===== src/rtl/i2c_pkg.sv =====
// Shared types and bus constants for the I2C target responder.
package i2c_pkg;

  // Protocol phases of the target state machine.
  typedef enum logic [2:0] {
    IDLE,
    ADDR,
    ADDR_ACK,
    WR_DATA,
    WR_ACK,
    RD_DATA,
    RD_ACK,
    IGNORE
  } i2c_state_t;

  // Bus level meaning ACK / NACK in the ninth clock.
  localparam logic I2C_ACK     = 1'b0;
  localparam logic I2C_NACK    = 1'b1;
  // R/W bit value that selects a read transfer.
  localparam logic I2C_RW_READ = 1'b1;

endpackage


===== src/rtl/i2c_line_filter.sv =====
// Synchronizer, glitch filter and edge detector for one I2C bus line.
// The filtered level only follows the synchronized input after FILTER_LEN
// consecutive differing samples, so shorter pulses never reach the FSM.
module i2c_line_filter #(
  parameter int SYNC_STAGES = 2,
  parameter int FILTER_LEN  = 4
) (
  input  logic ref_clk,
  input  logic reset_n,
  input  logic line_in,
  output logic line_filt,
  output logic rise,
  output logic fall
);

  logic [SYNC_STAGES-1:0] sync_reg;
  logic [3:0]             cnt_reg;
  logic                   filt_reg;
  logic                   rise_reg;
  logic                   fall_reg;
  logic                   sync_out;

  assign sync_out  = sync_reg[SYNC_STAGES-1];
  assign line_filt = filt_reg;
  assign rise      = rise_reg;
  assign fall      = fall_reg;

  // Metastability chain; resets to the idle (released, high) bus level.
  always_ff @(posedge ref_clk or negedge reset_n) begin
    if (!reset_n) sync_reg <= '1;
    else          sync_reg <= {sync_reg[SYNC_STAGES-2:0], line_in};
  end

  // Count consecutive samples disagreeing with the filtered level; flip and flag an edge on the last one.
  always_ff @(posedge ref_clk or negedge reset_n) begin
    if (!reset_n) begin
      filt_reg <= 1'b1;
      cnt_reg  <= '0;
      rise_reg <= 1'b0;
      fall_reg <= 1'b0;
    end else begin
      rise_reg <= 1'b0;
      fall_reg <= 1'b0;
      if (sync_out == filt_reg) begin
        cnt_reg <= '0;
      end else if (cnt_reg == 4'(FILTER_LEN - 1)) begin
        filt_reg <= sync_out;
        cnt_reg  <= '0;
        rise_reg <= sync_out;
        fall_reg <= ~sync_out;
      end else begin
        cnt_reg <= cnt_reg + 4'd1;
      end
    end
  end

endmodule


===== src/rtl/i2c_slave_responder.sv =====
// I2C target responder: fixed 7-bit address, byte handshake to user logic,
// open-drain SDA (pull low or release), no clock stretching.
module i2c_slave_responder
  import i2c_pkg::*;
#(
  parameter logic [6:0] SLAVE_ADDR  = 7'h42,
  parameter int         SYNC_STAGES = 2,
  parameter int         FILTER_LEN  = 4
) (
  input  logic       ref_clk,
  input  logic       reset_n,
  input  logic       scl_in,
  input  logic       sda_in,
  output logic       sda_oe,
  output logic [7:0] rx_data,
  output logic       rx_valid,
  input  logic [7:0] tx_data,
  output logic       tx_req,
  output logic       start_det,
  output logic       stop_det,
  output logic       busy
);

  logic scl_filt, scl_rise, scl_fall;
  logic sda_filt, sda_rise, sda_fall;

  i2c_line_filter #(.SYNC_STAGES(SYNC_STAGES), .FILTER_LEN(FILTER_LEN)) u_scl_filter (
    .ref_clk(ref_clk), .reset_n(reset_n), .line_in(scl_in),
    .line_filt(scl_filt), .rise(scl_rise), .fall(scl_fall)
  );

  i2c_line_filter #(.SYNC_STAGES(SYNC_STAGES), .FILTER_LEN(FILTER_LEN)) u_sda_filter (
    .ref_clk(ref_clk), .reset_n(reset_n), .line_in(sda_in),
    .line_filt(sda_filt), .rise(sda_rise), .fall(sda_fall)
  );

  i2c_state_t state_reg, state_next;
  logic [2:0] bit_cnt_reg, bit_cnt_next;
  logic [7:0] shift_reg, shift_next;
  logic [7:0] rx_data_reg, rx_data_next;
  logic       phase_reg, phase_next;     // 0: first scl_fall of an ACK slot pending, 1: second
  logic       rw_reg, rw_next;
  logic       sda_oe_reg, sda_oe_next;
  logic       busy_reg, busy_next;
  logic       rx_valid_reg, rx_valid_next;
  logic       tx_req_reg, tx_req_next;
  logic       start_reg, start_next;
  logic       stop_reg, stop_next;
  logic       start_cond, stop_cond;
  logic [7:0] rx_byte;

  // An SDA edge coinciding with an SCL edge is ambiguous after filtering; treat it as data.
  assign start_cond = sda_fall && scl_filt && !scl_rise && !scl_fall;
  assign stop_cond  = sda_rise && scl_filt && !scl_rise && !scl_fall;
  assign rx_byte    = {shift_reg[6:0], sda_filt};

  assign sda_oe    = sda_oe_reg;
  assign rx_data   = rx_data_reg;
  assign rx_valid  = rx_valid_reg;
  assign tx_req    = tx_req_reg;
  assign start_det = start_reg;
  assign stop_det  = stop_reg;
  assign busy      = busy_reg;

  // State and output registers; reset releases SDA without waiting for a clock edge.
  always_ff @(posedge ref_clk or negedge reset_n) begin
    if (!reset_n) begin
      state_reg    <= IDLE;
      bit_cnt_reg  <= '0;
      shift_reg    <= '0;
      rx_data_reg  <= '0;
      phase_reg    <= 1'b0;
      rw_reg       <= 1'b0;
      sda_oe_reg   <= 1'b0;
      busy_reg     <= 1'b0;
      rx_valid_reg <= 1'b0;
      tx_req_reg   <= 1'b0;
      start_reg    <= 1'b0;
      stop_reg     <= 1'b0;
    end else begin
      state_reg    <= state_next;
      bit_cnt_reg  <= bit_cnt_next;
      shift_reg    <= shift_next;
      rx_data_reg  <= rx_data_next;
      phase_reg    <= phase_next;
      rw_reg       <= rw_next;
      sda_oe_reg   <= sda_oe_next;
      busy_reg     <= busy_next;
      rx_valid_reg <= rx_valid_next;
      tx_req_reg   <= tx_req_next;
      start_reg    <= start_next;
      stop_reg     <= stop_next;
    end
  end

  // Next-state logic: bus conditions first, then SCL-edge driven protocol steps.
  always_comb begin
    state_next    = state_reg;
    bit_cnt_next  = bit_cnt_reg;
    shift_next    = shift_reg;
    rx_data_next  = rx_data_reg;
    phase_next    = phase_reg;
    rw_next       = rw_reg;
    sda_oe_next   = sda_oe_reg;
    busy_next     = busy_reg;
    rx_valid_next = 1'b0;
    tx_req_next   = 1'b0;
    start_next    = 1'b0;
    stop_next     = 1'b0;

    if (start_cond) begin
      start_next   = 1'b1;
      state_next   = ADDR;
      bit_cnt_next = '0;
      phase_next   = 1'b0;
      sda_oe_next  = 1'b0;
      busy_next    = 1'b0;
    end else if (stop_cond) begin
      stop_next   = 1'b1;
      state_next  = IDLE;
      phase_next  = 1'b0;
      sda_oe_next = 1'b0;
      busy_next   = 1'b0;
    end else begin
      case (state_reg)
        IDLE: ;
        ADDR: begin
          if (scl_rise) begin
            shift_next   = rx_byte;
            bit_cnt_next = bit_cnt_reg + 3'd1;
            if (bit_cnt_reg == 3'd7) begin
              rw_next    = sda_filt;
              phase_next = 1'b0;
              // Address 0 (general call) never matches.
              if (rx_byte[7:1] == SLAVE_ADDR && SLAVE_ADDR != 7'h00) state_next = ADDR_ACK;
              else                                                 state_next = IGNORE;
            end
          end
        end
        ADDR_ACK: begin
          if (scl_fall) begin
            if (!phase_reg) begin
              sda_oe_next = (I2C_ACK == 1'b0);
              busy_next   = 1'b1;
              tx_req_next = (rw_reg == I2C_RW_READ);
              phase_next  = 1'b1;
            end else begin
              phase_next   = 1'b0;
              bit_cnt_next = '0;
              if (rw_reg == I2C_RW_READ) begin
                shift_next  = tx_data;
                sda_oe_next = ~tx_data[7];
                state_next  = RD_DATA;
              end else begin
                sda_oe_next = 1'b0;
                state_next  = WR_DATA;
              end
            end
          end
        end
        WR_DATA: begin
          if (scl_rise) begin
            shift_next   = rx_byte;
            bit_cnt_next = bit_cnt_reg + 3'd1;
            if (bit_cnt_reg == 3'd7) begin
              rx_data_next  = rx_byte;
              rx_valid_next = 1'b1;
              phase_next    = 1'b0;
              state_next    = WR_ACK;
            end
          end
        end
        WR_ACK: begin
          if (scl_fall) begin
            if (!phase_reg) begin
              sda_oe_next = (I2C_ACK == 1'b0);
              phase_next  = 1'b1;
            end else begin
              sda_oe_next  = 1'b0;
              phase_next   = 1'b0;
              bit_cnt_next = '0;
              state_next   = WR_DATA;
            end
          end
        end
        RD_DATA: begin
          if (scl_fall) begin
            if (bit_cnt_reg == 3'd7) begin
              sda_oe_next  = 1'b0;
              bit_cnt_next = '0;
              phase_next   = 1'b0;
              state_next   = RD_ACK;
            end else begin
              // Rotate so the next bit to send sits at the MSB.
              shift_next   = {shift_reg[6:0], shift_reg[7]};
              sda_oe_next  = ~shift_reg[6];
              bit_cnt_next = bit_cnt_reg + 3'd1;
            end
          end
        end
        RD_ACK: begin
          if (!phase_reg && scl_rise) begin
            if (sda_filt == I2C_NACK) begin
              busy_next  = 1'b0;
              state_next = IGNORE;
            end else begin
              tx_req_next = 1'b1;
              phase_next  = 1'b1;
            end
          end else if (phase_reg && scl_fall) begin
            shift_next   = tx_data;
            sda_oe_next  = ~tx_data[7];
            bit_cnt_next = '0;
            phase_next   = 1'b0;
            state_next   = RD_DATA;
          end
        end
        IGNORE: sda_oe_next = 1'b0;
        default: state_next = IDLE;
      endcase
    end
  end

endmodule


===== config.mk =====
export PLATFORM = sky130hd
export DESIGN_NAME = i2c_slave_responder
export DESIGN_NICKNAME = d
export VERILOG_FILES = /design/src/rtl/i2c_pkg.sv /design/src/rtl/i2c_line_filter.sv /design/src/rtl/i2c_slave_responder.sv
export SDC_FILE = /design/constraint.sdc
export NUM_CORES = 1
export LEC_CHECK = 0
export CAP_MARGIN = 5
export CORE_MARGIN = 2
export CORE_UTILIZATION = 45
export DETAILED_ROUTE_END_ITERATION = 8
export PLACE_DENSITY = 0.69
export SETUP_SLACK_MARGIN = 0.3
export SLEW_MARGIN = 20
export SYNTH_ARGS = -nofsm -noshare
export SYNTH_HDL_FRONTEND = slang
export SYNTH_SLANG_ARGS = --single-unit

===== constraint.sdc =====
create_clock -name ref_clk -period 4.4 [get_ports ref_clk]
set_clock_uncertainty 0.1 [all_clocks]
set_input_delay 0.66 -clock ref_clk [delete_from_list [all_inputs] [get_ports ref_clk]]
set_output_delay 0.66 -clock ref_clk [all_outputs]
set_load 0.01 [all_outputs]

==> out/metrics.yaml <==
layout:
  antenna_cells: 0
  drive_above_1_share_pct: 21.8
  area_growth_pct: 16.3
  multi_input_area_sq_um: 1220
  fill_cells: 498
  num-nets-final: 263
  regArea_sq_um: 1210
place:
  io_buffers: 25
  post-dp-hpwl_mm: 3.29
  gp_congestion: 0.950
synthesis:
  yosys-top-cells-count: "dfrtp_1 (42), mux2_2 (15), nand2_1 (14)"
  syn_inst: 226
  yosysUniqueCellTypes: 57
  mappedNetlistArea_sq_um: 2520
  async_flop_share_pct: 100
  synth_top_area_share_pct: 41.7
  synth_flop_cell: "dfrtp_1"
  synth_top_area_cell: "dfrtp_1"
  seq_area_frac_synth_pct: 47.9
  netlist_top_cells_area: "dfrtp_1 (42%), mux2_2 (6.7%), dfstp_2 (6.3%)"
  synth.most_common_cell: "dfrtp_1"
  synth_edf_count: 0
  ys_seq_elements: 48
  syn-num-nets: 242
  yosysWarnings: 0
  synth_area_per_cell_sq_um: 11.2
floorplan:
  die_area_sq_um: 6220
  core_area_sq_um: 5470
  die_w_um: 78.9
  ios: 26
  start_util_pct: 46.1
  die_h_um: 78.9
  rows: 27
critical_path:
  reg2reg_depth: 5
  r2r_setup_slack_ps: 1940
  arrival_ps: 2550
  critical_path_class: "reg2reg"
  crit_path_start: "state_reg[0]$_DFFE_PN0P_"
  r2r-end: "shift_reg[5]$_DFFE_PN0P_"
  r2r-start: "state_reg[0]$_DFFE_PN0P_"
  cp.required_ps: 4490
  cp-endpoint: "shift_reg[5]$_DFFE_PN0P_"
  path_max_fanout: 27
  critPathCaptureType: "flop"
  critPathLaunchType: "flop"
clocking:
  clock-sinks: 48
  clock_tree.root_cell: "clkbuf_8"
  clockBufferDepth: 2
  clock_latency_ps: 300
  cts_hold_buf: 0
  h-tree-depth: 2
  clkSlewWorstSetupHoldPaths_ps: 90
  cts_buffers: 5
  cts_resized: 0
  tritoncts: "yes"
  cts_setup_buffers: 0
detailed_routing:
  wl_per_cell_um: 14.6
  routed_wl_mm: 4.67
  drt_iter0_markers: 199
  viasPerCell: 5.33
  firstDrtPassIters: 4
  antenna_left: 0
  vias: 1706
  drc: 0
grt:
  grt_pass1_vias: 1622
  grt_overflow: 0
  antenna_found_initial: 0
  track_usage_pct: 16.3
  grt_pass1_wl_mm: 7.99
  grt_max_degree: 49
sta:
  setup_viol: 0
  period_needed_ps: 2460
  period_share_pct: 56.0
  rsz0062_at_grt: "no"
  tightest_slew_ps: 739
  finalHoldViolations: 0
  setup-tns-final_ps: 0
  slew_viol_final: 0
  clock.fmax_mhz: 406
  relSlewSlack_pct: 50.7
worst_hold_path:
  hold_class: "reg2reg"
  hold_path_depth: 0
run:
  cap_violations: 0
power:
  p_leak_nw: 1.28
  total_power_mw: 1.37
  powerDensity_nw_per_um2: 466
  peakVddDrop_mv: 0.311
status:
  status: "complete, no violations"
==> area by class of cell <==
| type | count | area share, % |
|---|---|---|
| Timing Repair Buffer | 26 | 8.62 |
| Tap cell | 72 | 3.07 |
| Multi-Input combinational cell | 161 | 41.8 |
| Clock buffer | 5 | 2.35 |
| Clock inverter | 3 | 2.35 |
| Inverter | 5 | 0.640 |
| Sequential cell | 48 | 41.2 |
==> placed cells by master, fill, tap and decap left out, types with 4 or more instances in the layout <==
cell type / netlist / routed
inv_1: 5 / 5
clkdlybuf4s50_1: 0 / 24
o21ai_0: 4 / 4
ha_1: 4 / 4
nand2b_1: 10 / 10
nor3_1: 6 / 6
mux2_2: 15 / 15
dfstp_2: 6 / 6
nor2_1: 7 / 7
a22o_1: 5 / 5
nor3b_1: 7 / 7
dfrtp_1: 42 / 42
nor2b_1: 6 / 6
nand3_1: 6 / 6
a21oi_1: 9 / 9
o22ai_1: 4 / 4
mux2i_1: 4 / 4
nand2_1: 14 / 14
mux2_4: 9 / 9
clkbuf_8: 0 / 5
==> how the worst min path moves through the flow <==
| stage | start | to | slack (ps) |
|---|---|---|---|
| finish | u_scl_filter.sync_reg[0]$_DFF_PN1_ | u_scl_filter.sync_reg[1]$_DFF_PN1_ | 260 |
| global route | u_scl_filter.sync_reg[0]$_DFF_PN1_ | u_scl_filter.sync_reg[1]$_DFF_PN1_ | 270 |
| CTS | u_scl_filter.sync_reg[0]$_DFF_PN1_ | u_scl_filter.sync_reg[1]$_DFF_PN1_ | 260 |
| detailed placement | u_scl_filter.sync_reg[0]$_DFF_PN1_ | u_scl_filter.sync_reg[1]$_DFF_PN1_ | 250 |
| global placement | u_scl_filter.sync_reg[0]$_DFF_PN1_ | u_scl_filter.sync_reg[1]$_DFF_PN1_ | 250 |
| floorplan | u_scl_filter.sync_reg[0]$_DFF_PN1_ | u_scl_filter.sync_reg[1]$_DFF_PN1_ | 250 |
==> through the flow <==
step | cell area, sq um | util (%) | instances | setup WS (ps) | hold WS, ps
CTS | 2930 | 53.6 | 320 | 1980 | 263
finish | 2930 | 53.6 | 320 | 1940 | 262
detailed placement | 2800 | 51.1 | 312 | 1980 | 250
global route | 2930 | 53.6 | 320 | 1810 | 265
floorplan | 2520 | - | 226 | 2400 | 245
global placement | 2800 | 51.1 | 312 | 2000 | 246
==> worst max-delay path: stages, from the launching register on <==
cell and delay [ps]:
dfrtp_1 830, nor2b_2 150, a21oi_2 200, o21ai_1 80
or3_1 620, mux2_4 370
==> power by group <==
part	total (mW)	internal, mW	switching, mW	leakage, nW
Sequential	0.637	0.525	0.112	0.625
Combinational	0.354	0.217	0.138	0.585
Clock	0.375	0.229	0.146	0.0687
Total	1.37	0.970	0.396	1.28
==> per-layer routing <==
metal  wire [um]  GRT usage [%]  up-vias
li1            -              -      853
met1        2290           23.4      801
met2        2060           24.7       43
met3         234           3.75        9
met4          83           5.00        0
met5           0              0        -
==> kinds of logic after synthesis <==
group / count (synthesis) / share of synthesized area [%]
AOI/OAI and AO/OA: 45 / 12.8
xor gates and xnor gates: 5 / 1.74
adders and majority gates: 4 / 1.98
and+or+nand+nor: 79 / 18.4
DFF: 48 / 47.9
buffers and inverters: 17 / 3.52
muxes: 28 / 13.6
No activity file was read; power rests on OpenSTA's default activity.
